`src/rtl/genie_sram_pkg.sv`:
```
// genie_sram_pkg: shared constants and types for the Genie ext_sram read/write arbiters.
//   SRAM_ADDR_W / SRAM_DATA_W : default ext_sram word address / data widths
//   sram_arb_state_t          : arbiter FSM states (ARB = round-robin, LOCK = burst owner)
//   id_width()                : width of a client index for n clients (never below 1)
package genie_sram_pkg;

  localparam int unsigned SRAM_ADDR_W = 26;
  localparam int unsigned SRAM_DATA_W = 32;

  typedef enum logic {ARB, LOCK} sram_arb_state_t;

  function automatic int unsigned id_width(input int unsigned n);
    return (n > 1) ? $clog2(n) : 1;
  endfunction

endpackage

```
`src/rtl/sram_rd_arbiter_rr_pick.sv`:
```
// rr_pick: N-way round-robin priority picker.
//   req    in  N      request vector
//   ptr    in  ID_W   highest-priority index this cycle (must be < N)
//   any    out 1      at least one request present
//   idx    out ID_W   index of the first request found from ptr upward, wrapping mod N
//   onehot out N      same selection as a one-hot vector (all zero when !any)
module rr_pick import genie_sram_pkg::*; #(
  parameter int unsigned N    = 4,
  parameter int unsigned ID_W = id_width(N)
) (
  input  logic [N-1:0]    req,
  input  logic [ID_W-1:0] ptr,
  output logic            any,
  output logic [ID_W-1:0] idx,
  output logic [N-1:0]    onehot
);

  always_comb begin
    any    = 1'b0;
    idx    = '0;
    onehot = '0;
    for (int unsigned k = 0; k < N; k++) begin
      int unsigned c;
      c = 32'(ptr) + k;
      if (c >= N) c = c - N;
      if (!any && req[c]) begin
        any       = 1'b1;
        idx       = ID_W'(c);
        onehot[c] = 1'b1;
      end
    end
  end

endmodule

```
`src/rtl/sram_rd_arbiter.sv`:
```
// sram_rd_arbiter: shares the ext_sram R0 read port between N_REQ clients.
//   Round-robin grant with burst lock (capped at MAX_BURST beats), zero-cycle grant latency,
//   and a tag pipeline that steers the fixed-latency rdata back to the issuing client.
// Ports:
//   clk, rst            clock, synchronous active-high reset
//   req_valid/req_ready per-client request handshake
//   req_addr            client i address at [i*ADDR_W +: ADDR_W]
//   req_last            1 = final beat of the client's burst
//   rvalid/rready/raddr ext_sram R0 request channel
//   rdata               ext_sram R0 data, valid RD_LAT cycles after the handshake
//   rsp_valid           one-hot owner of rsp_data this cycle
//   rsp_data            rdata broadcast to all clients
// Optional (SRAM_ARB_STATS_EN defined):
//   stat_gnt_cnt        per-client saturating handshake counts, 16 bits each
//   stat_stall_cnt      saturating count of cycles with rvalid & !rready
module sram_rd_arbiter import genie_sram_pkg::*; #(
  parameter int unsigned N_REQ     = 4,
  parameter int unsigned ADDR_W    = SRAM_ADDR_W,
  parameter int unsigned DATA_W    = SRAM_DATA_W,
  parameter int unsigned RD_LAT    = 1,
  parameter int unsigned MAX_BURST = 8
) (
  input  logic                    clk,
  input  logic                    rst,
  input  logic [N_REQ-1:0]        req_valid,
  output logic [N_REQ-1:0]        req_ready,
  input  logic [N_REQ*ADDR_W-1:0] req_addr,
  input  logic [N_REQ-1:0]        req_last,
  output logic                    rvalid,
  input  logic                    rready,
  output logic [ADDR_W-1:0]       raddr,
  input  logic [DATA_W-1:0]       rdata,
  output logic [N_REQ-1:0]        rsp_valid,
  output logic [DATA_W-1:0]       rsp_data
`ifdef SRAM_ARB_STATS_EN
  ,
  output logic [N_REQ*16-1:0]     stat_gnt_cnt,
  output logic [15:0]             stat_stall_cnt
`endif
);

  localparam int unsigned ID_W  = id_width(N_REQ);
  localparam int unsigned CNT_W = $clog2(MAX_BURST);

  sram_arb_state_t   state_q, state_d;
  logic [ID_W-1:0]   rr_ptr_q, rr_ptr_d;
  logic [ID_W-1:0]   lock_id_q, lock_id_d;
  logic [CNT_W-1:0]  burst_cnt_q, burst_cnt_d;

  logic              pick_any;
  logic [ID_W-1:0]   pick_idx;
  logic [N_REQ-1:0]  pick_onehot;
  logic [ID_W-1:0]   sel_id;
  logic              sel_valid;
  logic              hs;
  logic [ADDR_W-1:0] addr_arr [N_REQ];

  logic [RD_LAT-1:0] tag_vld_q;
  logic [ID_W-1:0]   tag_id_q [RD_LAT];

  function automatic logic [ID_W-1:0] next_id(input logic [ID_W-1:0] id);
    return (32'(id) == N_REQ - 1) ? '0 : id + ID_W'(1);
  endfunction

  rr_pick #(
    .N    (N_REQ),
    .ID_W (ID_W)
  ) u_rr_pick (
    .req    (req_valid),
    .ptr    (rr_ptr_q),
    .any    (pick_any),
    .idx    (pick_idx),
    .onehot (pick_onehot)
  );

  always_comb begin
    for (int unsigned i = 0; i < N_REQ; i++) begin
      addr_arr[i] = req_addr[i*ADDR_W +: ADDR_W];
    end
  end

  // Request channel is purely combinational from req_*; rst masks it so a
  // handshake can never coincide with reset.
  always_comb begin
    state_d     = state_q;
    rr_ptr_d    = rr_ptr_q;
    lock_id_d   = lock_id_q;
    burst_cnt_d = burst_cnt_q;
    req_ready   = '0;
    sel_id      = pick_idx;
    sel_valid   = pick_any;

    if (state_q == LOCK) begin
      sel_id    = lock_id_q;
      sel_valid = req_valid[lock_id_q];
    end

    rvalid = sel_valid & ~rst;
    raddr  = addr_arr[sel_id];
    if (rvalid) begin
      if (state_q == LOCK) req_ready[lock_id_q] = rready;
      else                 req_ready = pick_onehot & {N_REQ{rready}};
    end
    hs = rvalid & rready;

    unique case (state_q)
      ARB: begin
        if (hs) begin
          if (req_last[sel_id]) begin
            rr_ptr_d = next_id(sel_id);
          end else begin
            state_d     = LOCK;
            lock_id_d   = sel_id;
            burst_cnt_d = CNT_W'(1);
          end
        end
      end
      LOCK: begin
        if (hs) begin
          // Forced release on the MAX_BURST-th beat keeps other clients' wait bounded.
          if (req_last[sel_id] || burst_cnt_q == CNT_W'(MAX_BURST - 1)) begin
            state_d     = ARB;
            rr_ptr_d    = next_id(sel_id);
            burst_cnt_d = '0;
          end else begin
            burst_cnt_d = burst_cnt_q + CNT_W'(1);
          end
        end
      end
      default: state_d = ARB;
    endcase
  end

  always_ff @(posedge clk) begin
    if (rst) begin
      state_q     <= ARB;
      rr_ptr_q    <= '0;
      lock_id_q   <= '0;
      burst_cnt_q <= '0;
    end else begin
      state_q     <= state_d;
      rr_ptr_q    <= rr_ptr_d;
      lock_id_q   <= lock_id_d;
      burst_cnt_q <= burst_cnt_d;
    end
  end

  // Tag pipeline mirrors the SRAM read latency; reset drops reads in flight.
  always_ff @(posedge clk) begin
    if (rst) begin
      tag_vld_q <= '0;
      for (int unsigned i = 0; i < RD_LAT; i++) tag_id_q[i] <= '0;
    end else begin
      tag_vld_q[0] <= hs;
      tag_id_q[0]  <= sel_id;
      for (int unsigned i = 1; i < RD_LAT; i++) begin
        tag_vld_q[i] <= tag_vld_q[i-1];
        tag_id_q[i]  <= tag_id_q[i-1];
      end
    end
  end

  always_comb begin
    rsp_valid = '0;
    if (!rst && tag_vld_q[RD_LAT-1]) rsp_valid[tag_id_q[RD_LAT-1]] = 1'b1;
  end

  assign rsp_data = rdata;

`ifdef SRAM_ARB_STATS_EN
  logic [15:0] gnt_cnt_q [N_REQ];
  logic [15:0] stall_cnt_q;

  always_ff @(posedge clk) begin
    if (rst) begin
      for (int unsigned i = 0; i < N_REQ; i++) gnt_cnt_q[i] <= '0;
      stall_cnt_q <= '0;
    end else begin
      if (hs && gnt_cnt_q[sel_id] != 16'hFFFF) gnt_cnt_q[sel_id] <= gnt_cnt_q[sel_id] + 16'd1;
      if (rvalid && !rready && stall_cnt_q != 16'hFFFF) stall_cnt_q <= stall_cnt_q + 16'd1;
    end
  end

  for (genvar g = 0; g < N_REQ; g++) begin : g_stat
    assign stat_gnt_cnt[g*16 +: 16] = gnt_cnt_q[g];
  end
  assign stat_stall_cnt = stall_cnt_q;
`endif

endmodule
```
`config.mk`:
```
export PLATFORM = sky130hd
export DESIGN_NAME = sram_rd_arbiter
export DESIGN_NICKNAME = d
export VERILOG_FILES = /design/src/rtl/genie_sram_pkg.sv /design/src/rtl/sram_rd_arbiter_rr_pick.sv /design/src/rtl/sram_rd_arbiter.sv
export SDC_FILE = /design/constraint.sdc
export NUM_CORES = 1
export LEC_CHECK = 0
export ABC_CLOCK_PERIOD_IN_PS = 10420
export CORE_UTILIZATION = 35
export CTS_CLUSTER_SIZE = 24
export DETAILED_ROUTE_END_ITERATION = 12
export PLACE_DENSITY = 0.95
export SKIP_LAST_GASP = 1
export SYNTH_ARGS = -nofsm -noshare
export SYNTH_HDL_FRONTEND = slang
export SYNTH_SLANG_ARGS = --single-unit
```
`constraint.sdc`:
```
create_clock -name clk -period 10.42 [get_ports clk]
set_clock_uncertainty 0.05 [all_clocks]
set_input_delay 2.084 -clock clk [delete_from_list [all_inputs] [get_ports clk]]
set_output_delay 2.084 -clock clk [all_outputs]
set_load 0.01 [all_outputs]
```
; Word-level counts from Yosys, hierarchy flattened
; Memories as Yosys holds them, arrays and structs flattened.
; Index checks and enable logic that the tools add are counted.
[word_totals]
in_bits = 147
output_inout_bits = 67
word_cells = 139
memories = 1
ff_bits = 9
mem_bits_rw = 2
[op_classes]
add_sub_neg = 9
n_reduce_logical = 19
bitwise_logic = 11
eq_ne = 7
magnitude_cmp = 18
muxes = 69
[mem_list]
columns = name, words, width, read_ports, rd_ports_with_merged_regs, wr, line
row1 = tag_id_q, 1, 2, 1, 0, 1, sram_rd_arbiter.sv:59  ; logic [ID_W-1:0] tag_id_q [RD_LAT];
[ops]
columns = cell, n
row1 = $ge 32x1->1 const B, 4
row2 = $lt 32x3->1 const B, 4
row3 = $mux 32, 4
row4 = $ge 32x3->1 const B, 3
row5 = $sub 32x3->32 const B, 3
row6 = $bmux 26 s2, 1
row7 = $mux 26, 2
row8 = $mux 4, 7
row9 = $mux 1, 25
row10 = $mux 2, 11
row11 = $bmux 1 s2, 6
row12 = $demux 1 s2, 6
row13 = $mux 3, 4
row14 = $or 4x4->4, 3
row15 = $logic_and 1x1->1, 10
row16 = $lt 2x3->1 const B, 3
row17 = $and 4x4->4, 2
row18 = $add 2x2->3 const B, 2
row19 = $ne 2x2->1 const B, 3
row20 = $pmux 3 s2, 1
row21 = $reduce_and 3->1, 2
row22 = $ge 2x1->1 const B, 2
row23 = $logic_not 1->1, 4
row24 = $ne 2x1->1 const B, 2
row25 = other kinds (16), 19

; Longest topological paths before layout
[logic_depth]
ltp_word = 21
depth_mapped = 13
mapped_depth_nobuf = 9

; Hierarchy
; A second synthesis with hierarchy kept.
[unflattened]
cells_unflattened = 193
hier_area_um2 = 2098.3
[by_module_without_submodules]
columns = module, area_each_um2, cells_each, seq_area_each_um2, instances
row1 = sram_rd_arbiter, 1637.8, 145, 220.2, 1
row2 = rr_pick, 460.4, 48, 0.0, 1

; Worst setup path after synthesis
; OpenSTA, ideal clock, no wires.
[synth_timing]
path_kind = input to output
from = in req_valid[2]
to = out raddr[10]
path_buffers = 3
setup_slack_ns = 4.411
t_required_ns = 8.286
arrival_time_ns = 3.875
path_stages = 10
path_cell_list = clkbuf_1 o211ai_1 o311ai_1 a211oi_2 and2_1 o31a_1 buf_2 buf_2 a211oi_1 a31oi_1
[synth_via]
elab_chain_cells = 17
elab_cells_between_ends = 26
cone_classes = mux: 19 / bitwise: 1 / reduce/logical: 6
[synth_rtl]
columns = element, line
row1 = from (decl), sram_rd_arbiter.sv:25  ; input logic [N_REQ-1:0] req_valid,
row2 = $bmux 1 s2, sram_rd_arbiter_rr_pick.sv:26  ; if (!any && req[c]) begin
row3 = $mux 1 (implied by the code), sram_rd_arbiter_rr_pick.sv:26
row4 = $mux 1, sram_rd_arbiter_rr_pick.sv:26
row5 = $logic_not 1->1, sram_rd_arbiter_rr_pick.sv:26
row6 = $logic_and 1x1->1, sram_rd_arbiter_rr_pick.sv:26
row7 = $mux 1, sram_rd_arbiter_rr_pick.sv:26
row8 = $logic_not 1->1, sram_rd_arbiter_rr_pick.sv:26
row9 = $logic_and 1x1->1, sram_rd_arbiter_rr_pick.sv:26
row10 = $mux 1, sram_rd_arbiter_rr_pick.sv:26
row11 = $logic_not 1->1, sram_rd_arbiter_rr_pick.sv:26
row12 = $logic_and 1x1->1, sram_rd_arbiter_rr_pick.sv:26
row13 = $mux 2 *, sram_rd_arbiter_rr_pick.sv:26
row14 = $mux 2 *, sram_rd_arbiter.sv:93  ; if (state_q == LOCK) begin
row15 = $not 2->3 (implied by the code) *, sram_rd_arbiter.sv:99  ; raddr = addr_arr[sel_id];
row16 = $bmux 26 s2 *, sram_rd_arbiter.sv:99
row17 = $mux 26 (implied by the code) * (2 in series), sram_rd_arbiter.sv:99
row18 = to (decl), sram_rd_arbiter.sv:31  ; output logic [ADDR_W-1:0] raddr,
; Every way passes the cells marked *; elsewhere a longest branch is shown, timed or not. The select of a mux whose other input is x is not followed.

; Worst setup path in the final report
[layout_timing]
from = in req_valid[1]
to = out raddr[25]
; Same word-level chain as after synthesis.

==> results.toml <==
[run_status]
status = "completed"

[timing]
worst_pin_slew_ps = 1050
slew_headroom = 0.301
worst_slack_ps = 2540
fin_crit_ps = 7880
fin_setup_tns_ps = 0
setup_viol = 0
rsz0062_at_grt = "no"
slew_viol_final = 0
post-route-period-util = 0.756
max_freq_mhz = 127
hold_violations = 0

[logic_synthesis]
synth_seq_cells = 11
synth.area.mux_share = 0.0503
synthFlopType = "dfxtp_1"
avgSynthCellArea_sq_um = 7.04
synth_xor_area_frac = 0.00355
synth_top_family_by_area = "compound AO/OA/AOI/OAI gates"
yosysWarningCount = 0
synth_cells = 350
synth_compound_area_frac = 0.354
syn_area_sq_mm = 0.00246
seq_area_frac_synth = 0.0893
yosys.area_share.adder = 0.0305
syn-num-nets = 503
synthSimpleGateAreaFrac = 0.292
synth.distinct_cells = 61
synthArstFlopShare = 0
synth_edf_count = 0

[flow_run]
maxCapViolCount = 0

[cts]
clockRootBuffer = "clkbuf_8"
cts_resized = 0
cts_made_buffers = 3
clock_path_buffers = 2
clock_sinks = 11
cts_setup_buffers = 0
cts_htree_levels = 1
clk_latency_ps = 230
hold_buffers = 0
clk_pin_slew_ps = 50
cts_tree = "built"

[placed_design]
place_ws_ps = 2560
numPortBuffers = 149
hpwl_um = 6690
gp_congestion = 0.888

[drt]
final_antenna_net_count = 0
route.detailed.drc = 0
finalWirelength_um = 8740
wire_per_inst_um = 16.2
dr.pass1.iters = 5
drt_iter0_markers = 245
via_per_inst = 5.63
vias = 3034

[floorplan]
rows = 30
die_x_um = 85.9
dieArea_sq_mm = 0.00738
die_h_um = 85.9
io-pin-count = 214
initial_core_util = 0.363
core_area_sq_mm = 0.00679

[finish]
syn2layout_area_growth_pct = 52.0
layout.nets = 597
insertedDiodeCount = 0
drive_above_1_share = 0.0587
final_common_cell = "clkdlybuf4s50_1"
n_fill_cell = 613
mostFrequentLayoutCells = "clkdlybuf4s50_1 (149), nand2_1 (61), a211oi_1 (32)"

[global_routing]
grt_start_max_net_pins = 58
overflow = 0
grt_pass1_vias = 2820
grt_antenna_before_repair = 0
grt_pass1_wl_um = 13800
grt_usage = 0.232

[setup_path]
cp_num_buf_inv = 2
cpLargestDelayFamily = "compound AO/OA/AOI/OAI gates"
timing_worst_setup_path_type = "primary input to output port"
required_ps = 8290
crit_slowest_cell = "a21o_2"
cp_common_cell = "clkdlybuf4s50_1"
crit_path_max_fanout = 57
start_kind = "primary input"
crit_chain = "clkdlybuf4s50_1, mux4_2, nand2b_4, a41oi_2, a21o_2, and2_0, a211oi_1, a31oi_1, clkdlybuf4s50_1"
arrival_ps = 5740
end_kind = "output port"
cp_slowest_stage_delay_ps = 750

[worst_hold_path]
hp-class = "flop to flop"

[pwr]
p_leak_uw = 0.00134
ir_drop_v = 0.000121
p_per_area_mw_per_mm2 = 188
## logic make-up (layout without fill, tap and decap cells)
group	count (synthesis)	after routing
compound gates	115	115
xor+xnor	1	1
fa+ha+maj	6	6
buf+inv	75	168
flops	11	11
mux	8	8
simple gates	134	134
## worst paths after layout
kind | startpoint | endpoint | slack (ps) | cells past startpoint
min | burst_cnt_q[1] | burst_cnt_q[1] | 420 | 2
min reg2reg | burst_cnt_q[1] | burst_cnt_q[1] | 420 | 2
max reg2reg | rr_ptr_q[0] | lock_id_q[1] | 6160 | 9
max | req_valid[1] | raddr[25] | 2540 | 9
## registers in the layout, indices dropped and copies added (netlist names)
register and flops:
burst_cnt_q 3, lock_id_q 2, rr_ptr_q 2, state_q 1, tag_id_q 2, tag_vld_q 1
## cell type report
class	count	area [sq um]	area share
Tap cell	96	120	0.0321
Timing Repair Buffer	150	1500	0.400
Sequential cell	11	220	0.0588
Multi-Input combinational cell	264	1810	0.483
Inverter	14	52.6	0.0140
Clock buffer	4	45.0	0.0120
## cell usage after synthesis (all sizes together), types with 3 or more instances
cell type / n / share of area
clkbuf: 7 / 0.011
a211oi: 35 / 0.11
a222oi: 4 / 0.016
nor2b: 5 / 0.013
o211ai: 3 / 0.0091
ha: 6 / 0.030
mux4: 3 / 0.029
and2: 28 / 0.071
inv: 14 / 0.021
a31oi: 26 / 0.066
mux2i: 3 / 0.012
a21oi: 13 / 0.028
dfxtp: 11 / 0.089
buf: 54 / 0.15
o311ai: 3 / 0.011
nor3: 8 / 0.016
o21ai: 10 / 0.022
nand2b: 4 / 0.013
nand2: 62 / 0.095
nor2: 8 / 0.012
## metal layers
| metal | track usage | vias up | share of wire |
|---|---|---|---|
| met2 | 0.424 | 163 | 0.51 |
| met5 | 0 | - | 0 |
| li1 | - | 1451 | - |
| met3 | 0.0568 | 14 | 0.084 |
| met1 | 0.269 | 1406 | 0.39 |
| met4 | 0.0576 | 0 | 0.016 |
## power by group
group / internal, uW / switching, uW / leakage, uW
logic: 293 / 305 / 0.00122
clock network: 26.7 / 14.6 / 0.0000228
registers: 49.4 / 17.1 / 0.0000898
## worst register-to-register path: cells and delay by family (launching register included)
family	cells	cell delay, ps
buffers and inverters	1	330
adders and majority gates	1	630
muxes	2	1020
AOI/OAI and AO/OA	3	790
DFF	1	720
and+or+nand+nor	2	590
## metrics by stage
| step | total power [uW] | instance area (sq um) | util | instances | hold slack [ps] |
|---|---|---|---|---|---|
| 6_report | 705 | 3750 | 0.551 | 539 | 423 |
| 5_1_grt | 762 | 3750 | 0.551 | 539 | 445 |
| 4_1_cts | 705 | 3750 | 0.551 | 539 | 420 |
| 3_5_place_dp | 658 | 3700 | 0.545 | 535 | 410 |
| 3_3_place_gp | 647 | 3700 | 0.545 | 535 | 399 |
| 2_1_floorplan | 424 | 2460 | - | 350 | 385 |
(Power assumes the default switching activity.)
